$ cat config.mk
export PLATFORM = sky130hd
export DESIGN_NAME = lsu_ctrl
export DESIGN_NICKNAME = d
export VERILOG_FILES = /design/src/rtl/lsu_pkg.sv /design/src/rtl/lsu_load_align.sv /design/src/rtl/lsu_ctrl.sv
export SDC_FILE = /design/constraint.sdc
export NUM_CORES = 1
export LEC_CHECK = 0
export CAP_MARGIN = 20
export CORE_ASPECT_RATIO = 0.7
export CORE_MARGIN = 4
export CORE_UTILIZATION = 30
export DETAILED_ROUTE_END_ITERATION = 10
export HOLD_SLACK_MARGIN = 0.02
export PLACE_DENSITY = 0.67
export SLEW_MARGIN = 20
export SYNTH_ARGS = -nofsm -noshare
export SYNTH_HDL_FRONTEND = slang
export SYNTH_SLANG_ARGS = --single-unit
$ cat constraint.sdc
create_clock -name clk_i -period 4.5 [get_ports clk_i]
set_input_delay 0.9 -clock clk_i [delete_from_list [all_inputs] [get_ports clk_i]]
set_output_delay 0.9 -clock clk_i [all_outputs]
set_load 0.005 [all_outputs]
$ cat src/rtl/lsu_pkg.sv
// lsu_pkg: shared funct3 codes, FSM state encoding and byte-enable helper for the load/store unit
package lsu_pkg;

    localparam logic [2:0] LB  = 3'd0;
    localparam logic [2:0] LH  = 3'd1;
    localparam logic [2:0] LW  = 3'd2;
    localparam logic [2:0] LBU = 3'd4;
    localparam logic [2:0] LHU = 3'd5;
    localparam logic [2:0] SB  = 3'd0;
    localparam logic [2:0] SH  = 3'd1;
    localparam logic [2:0] SW  = 3'd2;

    typedef enum logic [2:0] {IDLE, REQ, WAIT, REQ2, WAIT2, RESP} lsu_state_e;

    // 8-lane mask: [3:0] are the lanes of the first word, [7:4] spill into the next word
    function automatic logic [7:0] be_gen(input logic [1:0] size, input logic [1:0] off);
        return (size == 2'b00 ? 8'h01 : size == 2'b01 ? 8'h03 : 8'h0F) << off;
    endfunction

endpackage

$ cat src/rtl/lsu_load_align.sv
// lsu_load_align: shifts a (possibly two-word) read value down by the byte offset and extends it per funct3
module lsu_load_align
    import lsu_pkg::*;
(
    input  logic [2:0]  funct3,
    input  logic [1:0]  off,
    input  logic [63:0] rdata,
    output logic [31:0] data
);

    logic [31:0] sh;

    assign sh = 32'(rdata >> {off, 3'b000});

    // sign/zero extension from the selected byte or half; words pass unchanged
    always_comb begin
        data = funct3 == LB  ? {{24{sh[7]}}, sh[7:0]} :
               funct3 == LH  ? {{16{sh[15]}}, sh[15:0]} :
               funct3 == LBU ? {24'b0, sh[7:0]} :
               funct3 == LHU ? {16'b0, sh[15:0]} : sh;
    end

endmodule

$ cat src/rtl/lsu_ctrl.sv
// lsu_ctrl: load/store sequencer between the core memory stage and a req/gnt/rvalid SRAM port.
// Optional feature: define LSU_MISALIGN_SPLIT_EN to split misaligned accesses into two aligned ones;
// without it misaligned accesses return an error and never touch memory.
module lsu_ctrl
    import lsu_pkg::*;
#(
    parameter int DATA_WIDTH = 32,
    parameter int ADDR_WIDTH = 32
)(
    input  logic                  clk_i,
    input  logic                  rst_i,
    input  logic                  req_valid_i,
    output logic                  req_ready_o,
    input  logic                  req_we_i,
    input  logic [2:0]            req_funct3_i,
    input  logic [ADDR_WIDTH-1:0] req_addr_i,
    input  logic [DATA_WIDTH-1:0] req_wdata_i,
    output logic                  rsp_valid_o,
    output logic [DATA_WIDTH-1:0] rsp_data_o,
    output logic                  rsp_err_o,
    output logic                  mem_req_o,
    output logic                  mem_we_o,
    output logic [3:0]            mem_be_o,
    output logic [ADDR_WIDTH-1:0] mem_addr_o,
    output logic [DATA_WIDTH-1:0] mem_wdata_o,
    input  logic                  mem_gnt_i,
    input  logic                  mem_rvalid_i,
    input  logic [DATA_WIDTH-1:0] mem_rdata_i
);

`ifdef LSU_MISALIGN_SPLIT_EN
    localparam logic SPLIT = 1'b1;
`else
    localparam logic SPLIT = 1'b0;
`endif

    lsu_state_e            state;
    logic                  we_q;
    logic                  split_q;
    logic [2:0]            f3_q;
    logic [1:0]            off_q;
    logic [ADDR_WIDTH-1:0] waddr_q;
    logic [3:0]            be_hi_q;
    logic [DATA_WIDTH-1:0] wdata_hi_q;
    logic [DATA_WIDTH-1:0] lo_q;
    logic [DATA_WIDTH-1:0] load_data;
    logic [7:0]            be_in;
    logic [63:0]           wsh_in;
    logic [63:0]           rword;
    logic                  legal;
    logic                  misal;
    logic                  accept;

    assign be_in  = be_gen(req_funct3_i[1:0], req_addr_i[1:0]);
    assign wsh_in = {32'b0, req_wdata_i} << {req_addr_i[1:0], 3'b000};
    assign legal  = req_we_i ? req_funct3_i inside {SB, SH, SW}
                             : req_funct3_i inside {LB, LH, LW, LBU, LHU};
    assign misal  = (req_funct3_i[1:0] == 2'b01 && req_addr_i[1:0] == 2'b11) ||
                    (req_funct3_i[1:0] == 2'b10 && req_addr_i[1:0] != 2'b00);
    assign accept = req_valid_i && req_ready_o;
    assign rword  = state == WAIT2 ? {mem_rdata_i, lo_q} : {32'b0, mem_rdata_i};

    lsu_load_align u_align (
        .funct3 (f3_q),
        .off    (off_q),
        .rdata  (rword),
        .data   (load_data)
    );

    // request sequencing with all interface outputs registered
    always_ff @(posedge clk_i) begin
        if (rst_i) begin
            state       <= IDLE;
            req_ready_o <= 1'b0;
            rsp_valid_o <= 1'b0;
            rsp_data_o  <= '0;
            rsp_err_o   <= 1'b0;
            mem_req_o   <= 1'b0;
            mem_we_o    <= 1'b0;
            mem_be_o    <= '0;
            mem_addr_o  <= '0;
            mem_wdata_o <= '0;
            we_q        <= 1'b0;
            split_q     <= 1'b0;
            f3_q        <= '0;
            off_q       <= '0;
            waddr_q     <= '0;
            be_hi_q     <= '0;
            wdata_hi_q  <= '0;
            lo_q        <= '0;
        end else begin
            case (state)
                IDLE: begin
                    if (accept) begin
                        req_ready_o <= 1'b0;
                        we_q        <= req_we_i;
                        f3_q        <= req_funct3_i;
                        off_q       <= req_addr_i[1:0];
                        waddr_q     <= {req_addr_i[ADDR_WIDTH-1:2], 2'b00};
                        be_hi_q     <= be_in[7:4];
                        wdata_hi_q  <= wsh_in[63:32];
                        split_q     <= misal && SPLIT;
                        if (!legal || (misal && !SPLIT)) begin
                            state       <= RESP;
                            rsp_valid_o <= 1'b1;
                            rsp_err_o   <= 1'b1;
                        end else begin
                            state       <= REQ;
                            mem_req_o   <= 1'b1;
                            mem_we_o    <= req_we_i;
                            mem_be_o    <= be_in[3:0];
                            mem_addr_o  <= {req_addr_i[ADDR_WIDTH-1:2], 2'b00};
                            mem_wdata_o <= wsh_in[31:0];
                        end
                    end else begin
                        req_ready_o <= 1'b1;
                    end
                end
                REQ, REQ2: begin
                    if (mem_gnt_i) begin
                        state       <= state == REQ ? WAIT : WAIT2;
                        mem_req_o   <= 1'b0;
                        mem_we_o    <= 1'b0;
                        mem_be_o    <= '0;
                        mem_addr_o  <= '0;
                        mem_wdata_o <= '0;
                    end
                end
                WAIT: begin
                    if (mem_rvalid_i) begin
                        if (split_q) begin
                            state       <= REQ2;
                            lo_q        <= mem_rdata_i;
                            mem_req_o   <= 1'b1;
                            mem_we_o    <= we_q;
                            mem_be_o    <= be_hi_q;
                            mem_addr_o  <= waddr_q + ADDR_WIDTH'(4);
                            mem_wdata_o <= wdata_hi_q;
                        end else begin
                            state       <= RESP;
                            rsp_valid_o <= 1'b1;
                            rsp_data_o  <= we_q ? '0 : load_data;
                        end
                    end
                end
                WAIT2: begin
                    if (mem_rvalid_i) begin
                        state       <= RESP;
                        rsp_valid_o <= 1'b1;
                        rsp_data_o  <= we_q ? '0 : load_data;
                    end
                end
                RESP: begin
                    state       <= IDLE;
                    req_ready_o <= 1'b1;
                    rsp_valid_o <= 1'b0;
                    rsp_data_o  <= '0;
                    rsp_err_o   <= 1'b0;
                end
                default: state <= IDLE;
            endcase
        end
    end

endmodule

==> flow_metrics.py <==
metrics = {
    "outcome": {
        "outcome": "finished, final reports clean",
    },
    "placement": {
        "place.gp.congestion": 0.842,
        "dpl_cell_area_um2": 7510,
        "post-dp-hpwl_um": 13000,
        "portBuffers": 207,
    },
    "floorplan": {
        "die_x_um": 167,
        "dieArea_um2": 20000,
        "die_h_um": 119,
        "start_util_pct": 30.8,
        "core_area_um2": 17300,
        "rows": 40,
        "io_pins": 210,
    },
    "drt": {
        "firstDrtPassIters": 5,
        "ant_nets": 0,
        "drt_iter0_drc": 400,
        "viasPerCell": 5.13,
        "vias": 5089,
        "route.detailed.drc": 0,
        "wl_per_cell_um": 17.5,
        "routed_wl_um": 17400,
    },
    "global_routing": {
        "grt_overflow": 0,
        "grt_usage_pct": 16.6,
        "grt_first_pass_wirelength_um": 26600,
        "antenna_found_initial": 0,
        "grt_pass1_vias": 4748,
        "grt_max_degree": 69,
    },
    "clocking": {
        "path_clk_slew_ps": 70,
        "cts_buffer_depth": 2,
        "clock-sinks": 112,
        "cts_setup_buffers": 0,
        "clk_latency_ps": 350,
        "cts_max_level": 3,
        "cts_hold_buf": 0,
        "cts_made_buffers": 9,
        "tritoncts": "done",
        "cts-root-buf": "clkbuf_16",
        "cts_resized": 0,
    },
    "timing": {
        "fin_setup_tns_ps": 0,
        "maxSlewHeadroom_pct": 27.1,
        "fmax_mhz": 319,
        "fin_worst_skew_ps": 6.43,
        "setup_viol": 0,
        "timing.final.crit_share_pct": 69.8,
        "finalCriticalPeriod_ps": 3140,
        "final_max_slew_viol_count": 0,
        "hold_viol_final": 0,
        "rsz0062_at_grt": "false",
        "worstMarginPinSlew_ps": 1080,
    },
    "logic_synthesis": {
        "async_flop_share_pct": 0,
        "yosys.area.top_type_share_pct": 42.1,
        "synth.avg_cell_area_um2": 9.08,
        "synth_top_area_cell": "dfxtp_1",
        "synth_edf_count": 0,
        "synth_area_um2": 5320,
        "seq_area_frac_synth_pct": 42.1,
        "synthFlopType": "dfxtp_1",
        "synth_cell_types": 46,
        "synth.area.top_cells": "dfxtp_1 (42%), a22o_1 (8.2%), mux2i_1 (8.1%)",
        "postSynthRegisterBits": 112,
        "synth_warnings": 0,
        "synth_cells": 586,
    },
    "layout": {
        "fin_area_um2": 7800,
        "fillers": 1660,
        "drive_gt1_share_pct": 6.18,
        "diodes": 0,
        "synthToLayoutAreaGrowth_pct": 46.7,
        "final_nets": 862,
    },
    "worst_setup_path": {
        "path_cells": "clkdlybuf4s50_1, nand2_1, or4_1, nor3_4, nor3b_4, a22o_1",
        "worst-path-max-fanout": 17,
        "cp_top_family": "simple AND/OR/NAND/NOR gates",
        "start_kind": "primary input",
        "cp.arrival_ps": 3430,
        "critPathBufInv": 1,
        "cp.required_ps": 4790,
        "slowest_stage": "or4_1",
        "crit_type": "in -> reg",
        "cp_slowest_stage_delay_ps": 590,
        "end_kind": "flop",
    },
    "pwr": {
        "p_per_area_nw_per_um2": 340,
        "p_leak_nw": 2.84,
        "peakVddDrop_mv": 0.201,
    },
    "flow_run": {
        "drv_cap": 0,
    },
    "min_path": {
        "hold_path.class": "reg -> reg",
    },
}
==> synthesized netlist by cell type (all sizes together) (2+ instances only) <==
cell type and n:
a2111oi 2, a211oi 5, a21o 6, a21oi 32
a221oi 16, a22o 50, a2bb2oi 2, a311oi 5
a32o 8, buf 25, clkbuf 31, dfxtp 112
inv 6, mux2 13, mux2i 43, nand2 84
nand2b 13, nand3 9, nand3b 6, nor2 16
nor2b 9, nor3 7, nor3b 3, o211ai 8
o21ai 38, o2bb2ai 9, o31ai 13, or3 2
xnor2 2
==> flip-flops by register name, indices dropped and copies added, names as in the netlist <==
register	count
mem_wdata_o	32
rsp_data_o	32
mem_addr_o	30
mem_be_o	4
f3_q	3
state	3
off_q	2
mem_req_o	1
mem_we_o	1
req_ready_o	1
rsp_err_o	1
rsp_valid_o	1
we_q	1
==> power by group <==
part	internal, W	switching [W]	leakage (nW)	total, W
clock	0.000437	0.000378	0.141	0.000815
combinational	0.000349	0.000352	1.79	0.000701
sequential	0.00106	0.0000812	0.906	0.00114
total	0.00184	0.000811	2.84	0.00265
==> metal layers <==
| metal | wire [um] | vias to the layer above | global-route usage [%] |
|---|---|---|---|
| met3 | 1610 | 14 | 6.07 |
| met2 | 7150 | 201 | 23.0 |
| met5 | 0 | - | 0 |
| li1 | - | 2515 | - |
| met1 | 8430 | 2359 | 24.6 |
| met4 | 182 | 0 | 2.99 |
==> through the flow <==
stage          instances  setup WS [ps]  hold WS (ps)  util (%)  power (W)
2_1_floorplan        587           2140           432         -    0.00153
3_3_place_gp         977           1070           439      43.5    0.00185
3_5_place_dp         977           1040           443      43.5    0.00186
4_1_cts              992           1390           453      45.2    0.00268
5_1_grt              992           1210           474      45.2    0.00280
6_report             992           1360           452      45.2    0.00265
==> tightest hold or removal path, cell delays in order, from the launching register on <==
cell and delay (ps):
dfxtp_1 310, nand2_1 50, a21oi_1 50
==> final cells by class <==
class / instances / area, um^2 / area share (%)
clock buffers: 10 / 229 / 2.93
flip-flops and latches: 112 / 2240 / 28.7
inverters: 6 / 22.5 / 0.289
well taps: 231 / 289 / 3.70
clock inverters: 5 / 66.3 / 0.850
multi-input cells: 413 / 2830 / 36.2
repair buffers: 215 / 2130 / 27.3
==> cells in the final DEF, fill, tap and decap left out, drive strengths merged, types with 6 or more instances in the layout <==
master	n
clkdlybuf4s50	206
dfxtp	112
nand2	84
a22o	50
mux2i	43
o21ai	38
a21oi	32
nor2	16
a221oi	16
nand2b	13
mux2	13
o31ai	13
clkbuf	10
nor2b	9
nand3	9
o2bb2ai	9
buf	9
a32o	8
o211ai	8
inv	8
nor3	7
a21o	6
nand3b	6
==> cells by family (layout without fill, tap and decap cells) <==
group	Yosys count	count (layout)	synth area share, %
simple gates	154	154	14.0
mux	57	57	11.3
xor+xnor	2	2	0.329
other cells	1	2	0.0705
flops	112	112	42.1
compound gates	198	198	27.2
buf+inv	62	236	4.96
==> final timing paths <==
check / from / to / slack [ps] / cells past startpoint
max: req_valid_i / mem_wdata_o[2]$_SDFFE_PP0P_ / 1360 / 6
min: rsp_data_o[2]$_SDFFE_PP0P_ / rsp_data_o[2]$_SDFFE_PP0P_ / 450 / 2
max reg2reg: state[1]$_SDFFE_PP0P_ / mem_wdata_o[2]$_SDFFE_PP0P_ / 1840 / 4
min reg2reg: rsp_data_o[2]$_SDFFE_PP0P_ / rsp_data_o[2]$_SDFFE_PP0P_ / 450 / 2
No activity file was read; power rests on OpenSTA's default activity.
